[config.mk]
export PLATFORM = sky130hd
export DESIGN_NAME = msrv32_alu_ctrl_stage
export DESIGN_NICKNAME = d
export VERILOG_FILES = /design/src/rtl/msrv32_alu_ctrl_stage.sv
export SDC_FILE = /design/constraint.sdc
export NUM_CORES = 1
export LEC_CHECK = 0
export ABC_AREA = 1
export CORE_MARGIN = 3
export CORE_UTILIZATION = 25
export DETAILED_ROUTE_END_ITERATION = 16
export PLACE_DENSITY_LB_ADDON = 0.12
export SYNTH_ARGS = -nofsm -noshare
export SYNTH_HDL_FRONTEND = slang
export SYNTH_SLANG_ARGS = --single-unit
export TNS_END_PERCENT = 50
[constraint.sdc]
create_clock -name clk_in -period 2.1 [get_ports clk_in]
set_input_delay 0.42 -clock clk_in [delete_from_list [all_inputs] [get_ports clk_in]]
set_output_delay 0.42 -clock clk_in [all_outputs]
set_load 0.05 [all_outputs]
[src/rtl/msrv32_alu_ctrl_stage.sv]
// msrv32_alu_ctrl_stage
// Registered decode/control stage between fetch and the register-file/ALU
// operand muxes. An RV32I instruction and its PC are accepted over a
// valid/ready handshake, decoded combinationally, and held in a single
// pipeline register that supports stall and flush. A saturating counter
// tracks how many illegal instructions were accepted.
//
// Ports:
//   clk_in, rst_n_in          clock, asynchronous active-low reset
//   instr_in, pc_in           instruction word and its PC
//   in_valid_in/in_ready_out  upstream handshake
//   flush_in                  drop the held and the incoming instruction
//   out_valid_out/out_ready_in downstream handshake
//   alu_opcode_out            4-bit ALU opcode
//   op1_sel_out               00 rs1, 01 pc, 10 zero
//   op2_sel_out               0 rs2, 1 imm
//   imm_out                   sign-extended immediate
//   rs1/rs2/rd_addr_out       raw register address fields
//   rd_wr_en_out              instruction writes rd
//   pc_out                    PC of the held instruction
//   illegal_out               held instruction is not decodable
//   illegal_cnt_out           saturating count of accepted illegal instructions
module msrv32_alu_ctrl_stage (
    input  logic        clk_in,
    input  logic        rst_n_in,
    input  logic [31:0] instr_in,
    input  logic [31:0] pc_in,
    input  logic        in_valid_in,
    output logic        in_ready_out,
    input  logic        flush_in,
    input  logic        out_ready_in,
    output logic        out_valid_out,
    output logic [3:0]  alu_opcode_out,
    output logic [1:0]  op1_sel_out,
    output logic        op2_sel_out,
    output logic [31:0] imm_out,
    output logic [4:0]  rs1_addr_out,
    output logic [4:0]  rs2_addr_out,
    output logic [4:0]  rd_addr_out,
    output logic        rd_wr_en_out,
    output logic [31:0] pc_out,
    output logic        illegal_out,
    output logic [7:0]  illegal_cnt_out
);

    localparam logic [6:0] OPC_OP     = 7'b0110011;
    localparam logic [6:0] OPC_OP_IMM = 7'b0010011;
    localparam logic [6:0] OPC_LUI    = 7'b0110111;
    localparam logic [6:0] OPC_AUIPC  = 7'b0010111;
    localparam logic [6:0] OPC_LOAD   = 7'b0000011;
    localparam logic [6:0] OPC_STORE  = 7'b0100011;
    localparam logic [6:0] OPC_BRANCH = 7'b1100011;

    localparam logic [3:0] ALU_ADD  = 4'b0000;
    localparam logic [3:0] ALU_SUB  = 4'b1000;
    localparam logic [3:0] ALU_SLT  = 4'b0010;
    localparam logic [3:0] ALU_SLTU = 4'b0011;
    localparam logic [3:0] ALU_SLL  = 4'b0001;
    localparam logic [3:0] ALU_SRL  = 4'b0101;
    localparam logic [3:0] ALU_SRA  = 4'b1101;

    localparam logic [1:0] OP1_RS1  = 2'b00;
    localparam logic [1:0] OP1_PC   = 2'b01;
    localparam logic [1:0] OP1_ZERO = 2'b10;

    logic [2:0]  funct3;
    logic [6:0]  funct7;
    logic [31:0] imm_i, imm_s, imm_b, imm_u;

    assign funct3 = instr_in[14:12];
    assign funct7 = instr_in[31:25];
    assign imm_i  = {{20{instr_in[31]}}, instr_in[31:20]};
    assign imm_s  = {{20{instr_in[31]}}, instr_in[31:25], instr_in[11:7]};
    assign imm_b  = {{19{instr_in[31]}}, instr_in[31], instr_in[7],
                     instr_in[30:25], instr_in[11:8], 1'b0};
    assign imm_u  = {instr_in[31:12], 12'h000};

    logic [3:0]  opcode_d;
    logic [1:0]  op1_d;
    logic        op2_d;
    logic [31:0] imm_d;
    logic        wr_d;
    logic        illegal_d;

    always_comb begin
        opcode_d  = ALU_ADD;
        op1_d     = OP1_RS1;
        op2_d     = 1'b0;
        imm_d     = 32'h0;
        wr_d      = 1'b0;
        illegal_d = 1'b0;
        case (instr_in[6:0])
            OPC_OP: begin
                wr_d     = 1'b1;
                opcode_d = {instr_in[30], funct3};
                // Only SUB and SRA may set funct7[5]; anything else is reserved.
                if (!(funct7 == 7'b0000000 ||
                      (funct7 == 7'b0100000 && (funct3 == 3'b000 || funct3 == 3'b101))))
                    illegal_d = 1'b1;
            end
            OPC_OP_IMM: begin
                wr_d  = 1'b1;
                op2_d = 1'b1;
                imm_d = imm_i;
                case (funct3)
                    3'b001: begin
                        opcode_d = ALU_SLL;
                        if (funct7 != 7'b0000000) illegal_d = 1'b1;
                    end
                    3'b101: begin
                        if (funct7 == 7'b0000000)      opcode_d = ALU_SRL;
                        else if (funct7 == 7'b0100000) opcode_d = ALU_SRA;
                        else                           illegal_d = 1'b1;
                    end
                    default: opcode_d = {1'b0, funct3};
                endcase
            end
            OPC_LUI: begin
                op1_d = OP1_ZERO;
                op2_d = 1'b1;
                imm_d = imm_u;
                wr_d  = 1'b1;
            end
            OPC_AUIPC: begin
                op1_d = OP1_PC;
                op2_d = 1'b1;
                imm_d = imm_u;
                wr_d  = 1'b1;
            end
            OPC_LOAD: begin
                op2_d = 1'b1;
                imm_d = imm_i;
                wr_d  = 1'b1;
            end
            OPC_STORE: begin
                op2_d = 1'b1;
                imm_d = imm_s;
            end
            OPC_BRANCH: begin
                imm_d = imm_b;
                case (funct3)
                    3'b000, 3'b001: opcode_d = ALU_SUB;
                    3'b100, 3'b101: opcode_d = ALU_SLT;
                    3'b110, 3'b111: opcode_d = ALU_SLTU;
                    default:        illegal_d = 1'b1;
                endcase
            end
            default: illegal_d = 1'b1;
        endcase
        // Illegal instructions present a harmless "0 + 0, no write" to the ALU.
        if (illegal_d) begin
            opcode_d = ALU_ADD;
            op1_d    = OP1_ZERO;
            op2_d    = 1'b0;
            imm_d    = 32'h0;
            wr_d     = 1'b0;
        end
    end

    logic        vld_p0;
    logic [3:0]  opcode_p0;
    logic [1:0]  op1_p0;
    logic        op2_p0;
    logic [31:0] imm_p0;
    logic [4:0]  rs1_p0, rs2_p0, rd_p0;
    logic        wr_p0;
    logic [31:0] pc_p0;
    logic        illegal_p0;
    logic [7:0]  cnt_p0;
    logic        capture;

    assign in_ready_out = !vld_p0 || out_ready_in;
    assign capture      = in_valid_in && in_ready_out && !flush_in;

    // Stage 0 register: flush has priority, then capture, then drain.
    always_ff @(posedge clk_in or negedge rst_n_in) begin
        if (!rst_n_in) begin
            vld_p0     <= 1'b0;
            opcode_p0  <= 4'h0;
            op1_p0     <= 2'b00;
            op2_p0     <= 1'b0;
            imm_p0     <= 32'h0;
            rs1_p0     <= 5'h0;
            rs2_p0     <= 5'h0;
            rd_p0      <= 5'h0;
            wr_p0      <= 1'b0;
            pc_p0      <= 32'h0;
            illegal_p0 <= 1'b0;
            cnt_p0     <= 8'h0;
        end else if (flush_in) begin
            vld_p0 <= 1'b0;
        end else if (capture) begin
            vld_p0     <= 1'b1;
            opcode_p0  <= opcode_d;
            op1_p0     <= op1_d;
            op2_p0     <= op2_d;
            imm_p0     <= imm_d;
            rs1_p0     <= instr_in[19:15];
            rs2_p0     <= instr_in[24:20];
            rd_p0      <= instr_in[11:7];
            wr_p0      <= wr_d;
            pc_p0      <= pc_in;
            illegal_p0 <= illegal_d;
            if (illegal_d && cnt_p0 != 8'hFF)
                cnt_p0 <= cnt_p0 + 8'd1;
        end else if (out_ready_in) begin
            vld_p0 <= 1'b0;
        end
    end

    assign out_valid_out   = vld_p0;
    assign alu_opcode_out  = opcode_p0;
    assign op1_sel_out     = op1_p0;
    assign op2_sel_out     = op2_p0;
    assign imm_out         = imm_p0;
    assign rs1_addr_out    = rs1_p0;
    assign rs2_addr_out    = rs2_p0;
    assign rd_addr_out     = rd_p0;
    assign rd_wr_en_out    = wr_p0;
    assign pc_out          = pc_p0;
    assign illegal_out     = illegal_p0;
    assign illegal_cnt_out = cnt_p0;

endmodule

# Word level (Yosys, flattened, before mapping)
# Cells that the tools add are included.
[classes]
n_shift = 0
muxes = 24
reduce_logical = 24
eq_ne = 14
n_lt_le_gt_ge = 0
div_mod_pow = 0
bitwise = 1
mul = 0
addsub = 1
[ops]
columns = ["operator", "n"]
rows = [
  ["$pmux W32 S4", 1],
  ["$mux W32", 1],
  ["$eq A7 B6 Y1 const B", 4],
  ["$pmux W4 S3", 2],
  ["$eq A7 B5 Y1 const B", 2],
  ["$eq A3 B3 Y1 const B", 4],
  ["$mux W1", 12],
  ["$mux W4", 3],
  ["$reduce_or A2 Y1", 5],
  ["$reduce_or A5 Y1", 2],
  ["$add A8 B1 Y8 const B", 1],
  ["$ne A8 B8 Y1 const B", 1],
  ["$pmux W4 S2", 1],
  ["$eq A7 B2 Y1 const B", 1],
  ["$eq A7 B7 Y1 const B", 1],
  ["$logic_not A7 Y1", 1],
  ["$reduce_bool A7 Y1", 1],
  ["$reduce_or A6 Y1", 1],
  ["$logic_and A1 B1 Y1", 4],
  ["$pmux W1 S4", 1],
  ["$pmux W2 S2", 1],
  ["$reduce_or A4 Y1", 1],
  ["$eq A3 B1 Y1 const B", 1],
  ["$logic_not A3 Y1", 1],
  ["other kinds (8)", 11],
]
[word_totals]
out_inout_bits = 98
ram_bits = 0
romBits = 0
latch_bits = 0
elab_cells = 76
regBits = 97
memories = 0
in_bits = 69

# Logic depth before layout (Yosys ltp)
[depth]
depth_word = 8
ltp_mapped = 11
ltp_nobuf = 10

# Worst setup path after synthesis
# Ideal clock, no wire load.
[synth_timing]
kind = "reg2reg"
from = "register cnt_p0[0] (netlist: illegal_cnt_out[0])"
to = "register cnt_p0[2] (netlist: illegal_cnt_out[2])"
t_required_ps = 2034
arrival_ps = 1731
path_stages_with_launch = 8
synth_period_minus_slack_ps = 1797
setup_time_ps = 66
path_buffers = 0
slack_ps = 303
cell_sequence = "dfrtp_1 ha_1 nand3_1 nor2_1 nand3_1 nand3_2 nand2_1 nand2_1"
[synth_via]
elab_chain_len = 3
elab_cells_between_ends = 4
cone_classes = "add/sub: 1; eq/ne: 1; reduce/logical: 2"
[synth_lines]
columns = ["element", "line", "rtl"]
rows = [
  ["from (decl)", "169", "logic [7:0] cnt_p0;"],
  ["from (signal assigned)", "205", "cnt_p0 <= cnt_p0 + 8'd1;"],
  ["parallel branches: the longest is 3 deep, another holds $add A8 B1 Y8", "--", ""],
]
# Several ways; the timed one is not identified.
# A chain may end at the register's enable or synchronous reset.

# Final worst setup path
[layout_timing]
from = "register cnt_p0[2] (netlist: illegal_cnt_out[2])"
to = "output illegal_cnt_out[2]"
[layout_rtl]
columns = ["element", "line", "rtl"]
rows = [
  ["to (decl)", "43", "output logic [7:0] illegal_cnt_out"],
]
# No word-level cell between the ends.

==> key figures <==
Pwr
  • Cell Int Power: about 0.0035 W
  • Clock network fraction of total power: 0.298
  • Peak supply drop: a little under 0.7 mV
  • Flop pwr share: 0.410
  • Power Dens Cells: ~770 nW/um^2
  • Psw: between 0.0015 and 0.002 W
  • Leakage: about 3.2 nW
  • Total power: approximately 0.0053 W
  • Sw Share: 0.347
  • Comb power frac: 0.292

Synth
  • Number of distinct library cells after synthesis: 27
  • FF+latch count, synth: slightly below 100
  • EDFF count, synth: 0
  • Syn avg cell area: just over 8 sq um
  • Prevailing post-synth register cell: dfrtp_1
  • Post-synthesis sequential area ratio: 0.553
  • Synth Net Count: ~600
  • Synth area leaders: dfrtp_1, nand2_1, o21ai_0
  • Gate Count Post-Synth: about 550
  • Post-synth ARST share: 1.00
  • Yosys top cell area share: 0.553
  • Cell area after synthesis: between 4000 and 5000 sq um
  • Yosys warns: 0
  • Cell taking the most area after synthesis: dfrtp_1

Outcome
  • Outcome: finished clean

Clock tree
  • Worst skew pair latency: 0.35 ns
  • CTS clk-pin slew, worst paths: ~0.070 ns
  • CTS tree: yes
  • CTS H-tree depth: 3
  • Inserted Clock Buffers: 9
  • Root Driver: clkbuf_16
  • Clock Sinks: 97
  • Post-CTS Setup Inserts: 0
  • Clock Path Buffers: 2

Timing
  • Fmax: about 490 MHz
  • Tcrit/Tclk final: 0.976
  • Crit path setup slack, layout: around 0.051 ns
  • Skew final: between 0.007 and 0.008 ns
  • Final hold violations: 0
  • Setup TNS: 0 ns
  • Minimum clock period: 2.05 ns
  • Slew Limit Fails: 0
  • RSZ-0062 raised after global routing: false
  • Worst-Margin Slew: approximately 0.55 ns
  • Slew headroom: 0.633
  • Setup violations, final: 0

Setup path
  • Crit. End Element: output pin
  • Critical path depth in cells: 1
  • Setup CP Type: register to output pin
  • R2R depth: 7
  • Largest delay contributor family on the critical path: buffers and inverters
  • Crit path buf inv count: 1
  • Critical path cell sequence: clkdlybuf4s50_1
  • Slowest CP cell: clkdlybuf4s50_1
  • CP Data Arrival Time: around 1.6 ns
  • Req. time, crit path: between 1.5 and 2 ns
  • Critical path origin: illegal_cnt_out[2]
  • CP peak stage delay: approximately 0.84 ns
  • Reg2reg end: illegal_cnt_out[3]
  • FF-to-FF Start: illegal_cnt_out[0]
  • Worst reg2reg setup slack: 0.45 ns
  • CP startpoint kind: register
  • CP Max Fanout: 5

Die
  • Die Ht: roughly 140 um
  • I/O Pins: 167
  • Rows: 47
  • Initial core utilization: 0.260
  • Die area: around 19000 sq um
  • Die Wd: 138 um
  • Core area: between 15000 and 20000 sq um

Global routing
  • Grt met3 use: 0.0369
  • First-pass GRT wire length: approximately 23000 um
  • Met1 GRT Util: 0.204
  • Initial antenna violation count: 0
  • GRT Total Usage: 0.149
  • Met2 usage: 0.231
  • Number of global-route vias before repair: just over 4000
  • Global route overflow: 0
  • Pin count of the biggest net entering global routing: 45
  • GR peak layer: met2

Detailed routing
  • Starting DRC count in detailed routing: 213
  • DR pass1 iterations: 4
  • Post-route ant nets: 0
  • Via count: 4177
  • Post-DR vias/cell: 4.33
  • Total Routed Length: approximately 14000 um
  • Wirelength per Cell: ~15 um
  • Drc violations: 0

Place
  • Number of buffers added on ports: 166
  • HPWL after DPL: 10800 um
  • Placer Congestion: between 0.8 and 0.9
  • Place WS: -0.183 ns

Run
  • Max Cap Viol: 0

Cells and area
  • Share of layout cells above drive strength 1: 0.101
  • Nets: roughly 800
  • Area delta synth->final: 55.9%
  • Final core occ: 0.405
  • Diode count: 0

Hold path
  • Min-delay worst type: input port to asynchronous set/reset pin
repair_timing:
action / CTS / global route
resized for setup: 0 / 1
hold endpoints to repair: 0 / 0
endpoints found under the setup margin: 0 / 1
hold buffers: 0 / 0
metrics by stage:
step | hold WS, ns | std cells | cell area (sq um)
3_5_place_dp | 0.412 | 949 | 6560
4_1_cts | 0.0357 | 965 | 6840
6_report | 0.0291 | 965 | 6840
5_1_grt | 0.0538 | 965 | 6840
2_1_floorplan | 0.124 | 545 | 4390
3_3_place_gp | 0.405 | 949 | 6560
cell usage in the layout, fill, tap and decap left out, drive strengths merged:
master and instances:
dlymetal6s2s 1, xnor2 2, clkdlybuf4s50 159, nand4 10, dfrtp 97, clkbuf 13
buf 50, o22ai 6, a21oi 3, inv 42, nand3 21, o31ai 1
clkinv 4, nand2 226, nor3 4, nor3b 1, nor2 21, xor2 4
ha 1, o21ai 79
power by group through the flow:
stage | logic, W | registers, W | clock network, W
5_1_grt | 0.00165 | 0.00219 | 0.00169
6_report | 0.00154 | 0.00217 | 0.00157
2_1_floorplan | 0.000276 | 0.00280 | 0
4_1_cts | 0.00157 | 0.00217 | 0.00162
3_5_place_dp | 0.00156 | 0.00220 | 0
3_3_place_gp | 0.00156 | 0.00220 | 0
cell type report:
type / instances / area, sq um
fillers: 1680 / 10000
flip-flops and latches: 97 / 2430
repair buffers: 210 / 2020
multi-input cells: 379 / 1680
well taps: 220 / 275
clock buffers: 13 / 260
inverters: 43 / 163
clock inverters: 3 / 15.0
worst max path at each step:
stage | endpoint | slack [ns]
after detailed placement | imm_out[2] | -0.18
final | illegal_cnt_out[2] | 0.05
after global routing | illegal_cnt_out[2] | 0.01
after CTS | illegal_cnt_out[2] | 0.04
after floorplan | illegal_cnt_out[2] | 0.30
after global placement | imm_out[20] | -0.14
kinds of logic (layout without fill, tap and decap cells):
| group | count (synthesis) | in the layout | synth area share |
|---|---|---|---|
| AO/OA/AOI/OAI | 89 | 89 | 0.106 |
| AND/OR/NAND/NOR | 283 | 283 | 0.261 |
| buffers and inverters | 69 | 269 | 0.0644 |
| XOR/XNOR | 6 | 6 | 0.0120 |
| adder cells (fa/ha/maj) | 1 | 1 | 0.00285 |
| flip-flops | 97 | 97 | 0.553 |
synthesized netlist by cell type (all sizes together) (2+ instances only):
cell type / count
nand2: 226
dfrtp: 97
o21ai: 79
inv: 43
nand3: 21
nor2: 21
clkbuf: 17
nand4: 10
buf: 9
o22ai: 6
nor3: 4
xor2: 4
a21oi: 3
xnor2: 2
per-layer routing:
layer  up-vias  part of all wire
li1       2117                 -
met4         0             0.020
met1      1951              0.45
met2        94              0.48
met5         -                 0
met3        15             0.059
registers in the layout, indices dropped and copies added, names as in the netlist:
register         count
illegal_cnt_out      8
illegal_out          1
out_valid_out        1
pc_out              32
op1_sel_out          2
alu_opcode_out       4
imm_out             32
rd_wr_en_out         1
rd_addr_out          5
rs2_addr_out         5
rs1_addr_out         5
op2_sel_out          1
(Power assumes the default switching activity.)
